==> config.mk <==
export PLATFORM = sky130hd
export DESIGN_NAME = alu_arbiter
export DESIGN_NICKNAME = d
export VERILOG_FILES = /design/src/rtl/alu_pkg.sv /design/src/rtl/alu.sv /design/src/rtl/alu_arbiter.sv
export SDC_FILE = /design/constraint.sdc
export NUM_CORES = 2
export LEC_CHECK = 0
export ABC_CLOCK_PERIOD_IN_PS = 18300
export BUFFER_PORTS_ARGS = -buffer_cell sky130_fd_sc_hd__buf_4
export CAP_MARGIN = 20
export CORE_ASPECT_RATIO = 0.7
export CORE_MARGIN = 1.5
export CORE_UTILIZATION = 52
export CTS_BUF_LIST = sky130_fd_sc_hd__clkbuf_4 sky130_fd_sc_hd__clkbuf_8 sky130_fd_sc_hd__clkbuf_16
export DETAILED_ROUTE_END_ITERATION = 16
export PLACE_DENSITY = 0.7
export SLEW_MARGIN = 0
export SYNTH_ARGS = -nofsm -noshare
export SYNTH_HDL_FRONTEND = slang
export SYNTH_SLANG_ARGS = --single-unit
export TNS_END_PERCENT = 20
==> constraint.sdc <==
create_clock -name clk -period 18.3 [get_ports clk]
set_input_delay 5.49 -clock clk [delete_from_list [all_inputs] [get_ports clk]]
set_output_delay 5.49 -clock clk [all_outputs]
set_load 0.05 [all_outputs]
==> src/rtl/alu_pkg.sv <==
// Shared definitions for the arbitrated ALU: default widths, ALU control
// codes and the arbiter state encoding.
package alu_pkg;

  localparam int DEFAULT_DATA_WIDTH = 32;
  localparam int DEFAULT_OP_WIDTH   = 3;

  localparam logic [DEFAULT_OP_WIDTH-1:0] OP_AND = 3'b000;
  localparam logic [DEFAULT_OP_WIDTH-1:0] OP_OR  = 3'b001;
  localparam logic [DEFAULT_OP_WIDTH-1:0] OP_ADD = 3'b010;
  localparam logic [DEFAULT_OP_WIDTH-1:0] OP_SUB = 3'b100;
  localparam logic [DEFAULT_OP_WIDTH-1:0] OP_MUL = 3'b101;
  localparam logic [DEFAULT_OP_WIDTH-1:0] OP_SLT = 3'b110;

  typedef enum logic [1:0] {
    ST_IDLE = 2'b00,
    ST_EXEC = 2'b01,
    ST_RESP = 2'b10
  } state_t;

endpackage

==> src/rtl/alu.sv <==
// Purely combinational ALU. Arithmetic wraps modulo 2^DATA_WIDTH, SLT is
// unsigned, and unknown control codes yield zero.
module alu
  import alu_pkg::*;
#(
  parameter int DATA_WIDTH = DEFAULT_DATA_WIDTH,
  parameter int OP_WIDTH   = DEFAULT_OP_WIDTH
) (
  input  logic [DATA_WIDTH-1:0] a,
  input  logic [DATA_WIDTH-1:0] b,
  input  logic [OP_WIDTH-1:0]   op,
  output logic [DATA_WIDTH-1:0] result,
  output logic                  zero
);

  // Decode the control code into the selected operation.
  always_comb begin
    // NOTE: default assignment first so no path through the case leaves
    // result unassigned, which would otherwise infer a latch.
    result = '0;
    case (op)
      OP_WIDTH'(OP_AND): result = a & b;
      OP_WIDTH'(OP_OR):  result = a | b;
      OP_WIDTH'(OP_ADD): result = a + b;
      OP_WIDTH'(OP_SUB): result = a - b;
      OP_WIDTH'(OP_MUL): result = a * b;
      OP_WIDTH'(OP_SLT): result = {{(DATA_WIDTH-1){1'b0}}, (a < b)};
      default:           result = '0;
    endcase
  end

  assign zero = (result == '0);

endmodule

==> src/rtl/alu_arbiter.sv <==
// Round-robin arbiter sharing one ALU between two valid/ready requesters.
// One operation in flight: IDLE (grant) -> EXEC (evaluate) -> RESP (hold
// result until the owner accepts it).
module alu_arbiter
  import alu_pkg::*;
#(
  parameter int DATA_WIDTH = DEFAULT_DATA_WIDTH,
  parameter int OP_WIDTH   = DEFAULT_OP_WIDTH
) (
  input  logic                  clk,
  input  logic                  rst,
  input  logic                  req0_valid,
  output logic                  req0_ready,
  input  logic [DATA_WIDTH-1:0] req0_a,
  input  logic [DATA_WIDTH-1:0] req0_b,
  input  logic [OP_WIDTH-1:0]   req0_op,
  input  logic                  req1_valid,
  output logic                  req1_ready,
  input  logic [DATA_WIDTH-1:0] req1_a,
  input  logic [DATA_WIDTH-1:0] req1_b,
  input  logic [OP_WIDTH-1:0]   req1_op,
  output logic                  rsp0_valid,
  input  logic                  rsp0_ready,
  output logic                  rsp1_valid,
  input  logic                  rsp1_ready,
  output logic [DATA_WIDTH-1:0] rsp_result,
  output logic                  rsp_zero,
  output logic                  busy
);

  state_t                state;
  logic                  last_grant;
  logic                  owner;
  logic [DATA_WIDTH-1:0] a_q;
  logic [DATA_WIDTH-1:0] b_q;
  logic [OP_WIDTH-1:0]   op_q;
  logic [DATA_WIDTH-1:0] alu_result;
  logic                  alu_zero;
  logic                  grant0;
  logic                  grant1;
  logic                  owner_rsp_ready;

  alu #(
    .DATA_WIDTH(DATA_WIDTH),
    .OP_WIDTH  (OP_WIDTH)
  ) u_alu (
    .a     (a_q),
    .b     (b_q),
    .op    (op_q),
    .result(alu_result),
    .zero  (alu_zero)
  );

  // Round-robin pick: a lone requester wins, a tie goes to whoever was not
  // served last.
  always_comb begin
    grant0 = req0_valid && (!req1_valid || last_grant);
    grant1 = req1_valid && (!req0_valid || !last_grant);
  end

  assign req0_ready      = (state == ST_IDLE) && grant0;
  assign req1_ready      = (state == ST_IDLE) && grant1;
  assign rsp0_valid      = (state == ST_RESP) && !owner;
  assign rsp1_valid      = (state == ST_RESP) && owner;
  assign busy            = (state != ST_IDLE);
  assign owner_rsp_ready = owner ? rsp1_ready : rsp0_ready;

  // Arbiter FSM with operand latches and registered ALU result.
  always_ff @(posedge clk) begin
    if (rst) begin
      // NOTE: non-blocking assignments throughout so every register samples
      // the pre-edge values regardless of statement order.
      state      <= ST_IDLE;
      last_grant <= 1'b1;
      owner      <= 1'b0;
      // NOTE: operand latches are reset too, so the ALU never evaluates
      // unknown values after reset even though nothing observes them.
      a_q        <= '0;
      b_q        <= '0;
      op_q       <= '0;
      rsp_result <= '0;
      rsp_zero   <= 1'b0;
    end else begin
      case (state)
        ST_IDLE: begin
          if (grant0 || grant1) begin
            owner      <= grant1;
            last_grant <= grant1;
            a_q        <= grant1 ? req1_a  : req0_a;
            b_q        <= grant1 ? req1_b  : req0_b;
            op_q       <= grant1 ? req1_op : req0_op;
            state      <= ST_EXEC;
          end
        end
        ST_EXEC: begin
          rsp_result <= alu_result;
          rsp_zero   <= alu_zero;
          state      <= ST_RESP;
        end
        ST_RESP: begin
          if (owner_rsp_ready) state <= ST_IDLE;
        end
        default: state <= ST_IDLE;
      endcase
    end
  end

endmodule

==> metrics.cfg <==
[power]
powerDensity_nw_per_um2 = 131.4
power.ir.vdd_worst_mv = 0.1251
p_leak_nw = 12.58

[route]
drt-vias-per-instance = 6.191
antenna_violating_nets_post_route = 0
drtIter0Drc = 2986
firstDrtPassIters = 6
routed_wl_mm = 97.93
post-route-drc-count = 0
detailroute.via_count = 23160
avgRoutedWirePerCell_um = 26.18

[synth]
yosys_warnings = 0
synth.top_cells.by_area = sky130_fd_sc_hd__fa_1 33%, sky130_fd_sc_hd__ha_1 11%, sky130_fd_sc_hd__dfxtp_1 8.4%
synth_area_sq_um = 24840
ys_async_sr_fraction = 0
synth_edf_count = 0
synth_top_cell_by_area = sky130_fd_sc_hd__fa_1
yosys.area.top_type_share = 0.3304
post_synth_fa_ha_maj_area_fraction = 0.4407
synth.area.mux_share = 0.03999
synth-compound-area-share = 0.1368
syn-instance-count = 3049
dominantRegCellSynth = sky130_fd_sc_hd__dfxtp_1
synth_xor_xnor_area_share = 0.03067
synth_seq_area_share = 0.08381
dominant_combinational_cell_family_by_area_after_synthesis = adder cells
yosys.area_share.simple = 0.1659
synth_fp_nets = 3818
syn_avg_cell_area_sq_um = 8.148
cell_variety_after_synth = 83
postSynthRegisterBits = 104

[flow_run]
max_cap_violations = 0

[floorplanning]
design.portCount = 178
start_util = 0.5306
floorplan.die.height_um = 185.9
total_die_area_sq_um = 49120
core_area_sq_um = 46820
die_width_um = 264.2
num_rows = 66

[setup_path]
worstSetupStartpointType = input port
cp_data_arrival_time_ns = 6.35
criticalPathCategory = in -> out
cp.required_ns = 12.81
worstSetupEndpointType = output port
worstPathMaxFanout = 9

[placement]
place.detailed.hpwl_mm = 76.45
buffer_ports.inserted = 177
gp_routability_congestion = 1.011
place_area_sq_um = 26740
place.detailed.instances = 3723

[clock_network]
cts_root_buf = sky130_fd_sc_hd__clkbuf_16
insertion_delay_ns = 0.40
numCtsBuffers = 9
cts_sinks = 104
cts_tree = built
cts-resized-gates = 0
cts.repair_timing.setup_buffer_count = 0
clk_pin_slew_ns = 0.08
clock_tree.buffer_depth = 2
post_cts_hold_buffer_count = 0
clock_tree.htree_level_count = 3

[sta]
timing.final.max_slew_violations = 0
fin_tns_setup_ns = 0
final_worst_path_period_share = 0.6468
fin_worst_skew_ns = 0.01422
fmaxAchievable_ghz = 0.08448
report.final.setup_viol = 0
worst-slew-pin-transition_ns = 1.251
slew-limit-headroom = 0.1443
min_period_ns = 11.84
report.final.hold_viol_count = 0
grt_setup_unrepaired = false

[global_route]
first_global_vias = 22580
antenna_found_initial = 1
grt_first_pass_wirelength_mm = 143.9
track_usage = 0.4021
grt.overflow.total = 0
grt_max_degree = 97

[layout]
drive_above_1_share = 0.09463
most-common-layout-cells = 495 x sky130_fd_sc_hd__nor2_1, 480 x sky130_fd_sc_hd__inv_1, 410 x sky130_fd_sc_hd__fa_1
area_growth_pct = 8.965
most_common_cell_after_layout_fill_and_taps_aside = sky130_fd_sc_hd__nor2_1
final_cells = 3741
num-nets-final = 3892
fin_area_sq_um = 27070
filler_cell_count = 4306

[worst_hold_path]
hold_path_class = reg -> reg

[outcome]
status = finished clean

==> cell families (layout without fill, tap and decap cells) <==
group,count (synthesis),in the layout
adders and majority gates,629,629
and+or+nand+nor,972,972
buffers and inverters,671,750
xor gates and xnor gates,87,87
muxes,99,99
other,0,1
DFF,104,104
AOI/OAI and AO/OA,487,487
==> critical path, stage by stage <==
cell and delay (ns):
sky130_fd_sc_hd__buf_4 0.13, sky130_fd_sc_hd__a21boi_4 0.34, sky130_fd_sc_hd__and2_1 0.19, sky130_fd_sc_hd__buf_4 0.19
==> cell type report <==
| cell class | instances | area [sq um] | share of cell area |
|---|---|---|---|
| antenna | 1 | 2.502 | 0.00009244 |
| clock buffer | 9 | 225.2 | 0.008320 |
| clock inverter | 7 | 80.08 | 0.002958 |
| inverter | 498 | 1869 | 0.06905 |
| multi-input combinational | 2274 | 20260 | 0.7484 |
| sequential | 104 | 2083 | 0.07696 |
| tap | 612 | 765.7 | 0.02829 |
| timing repair buffer | 236 | 1784 | 0.06591 |
==> power by group <==
part	switching (mW)	internal (mW)
Clock	0.107	0.0974
Combinational	1.89	1.16
Sequential	0.0444	0.254
==> path summary, 6_finish.rpt <==
kind | start | endpoint | slack, ns | depth (start not counted)
worst max-delay path | req0_valid | req1_ready | 6.46 | 4
worst min-delay path | rsp_result[15]$_SDFFE_PP0N_ | rsp_result[15]$_SDFFE_PP0N_ | 0.46 | 2
worst max register to register | b_q[5]$_SDFFE_PP0P_ | rsp_zero$_SDFFE_PP0N_ | 8.72 | 26
worst min register to register | rsp_result[15]$_SDFFE_PP0N_ | rsp_result[15]$_SDFFE_PP0N_ | 0.46 | 2
==> cell usage after synthesis, drive strengths merged, types with 13 or more instances <==
cell type	count
xor2	21
buf	32
a211oi	107
fa	410
a21oi	102
nand3	30
nand4	14
a31oi	14
o22ai	13
o211ai	19
o21ai	69
nor3	24
nor4	23
nor2	497
a21o	16
o221ai	15
ha	219
inv	486
dfxtp	104
nand2b	19
o21a	15
mux2i	97
xnor2	66
nand2	286
clkbuf	141
==> through the flow <==
stage	util	setup WS, ns	hold WS, ns	power [mW]
after floorplan	-	5.584	0.4285	2.356
after global placement	0.5711	6.504	0.4481	3.214
after detailed placement	0.5711	6.473	0.4525	3.274
after CTS	0.5777	6.470	0.4648	3.495
after global routing	0.5781	6.418	0.4858	3.819
final	0.5781	6.463	0.4625	3.558
==> registers in the layout (all words and copies together) (netlist names) <==
name,count
rsp_zero,1
op_q,3
a_q,32
owner,1
rsp_result,32
b_q,32
state,2
last_grant,1
==> layer usage <==
layer  global-route usage  wire length, um
met3               0.1126            13130
met5             0.001001                0
met4               0.1775             4734
met1               0.5575            40030
met2               0.5853            40030
No activity file was read; power rests on OpenSTA's default activity.
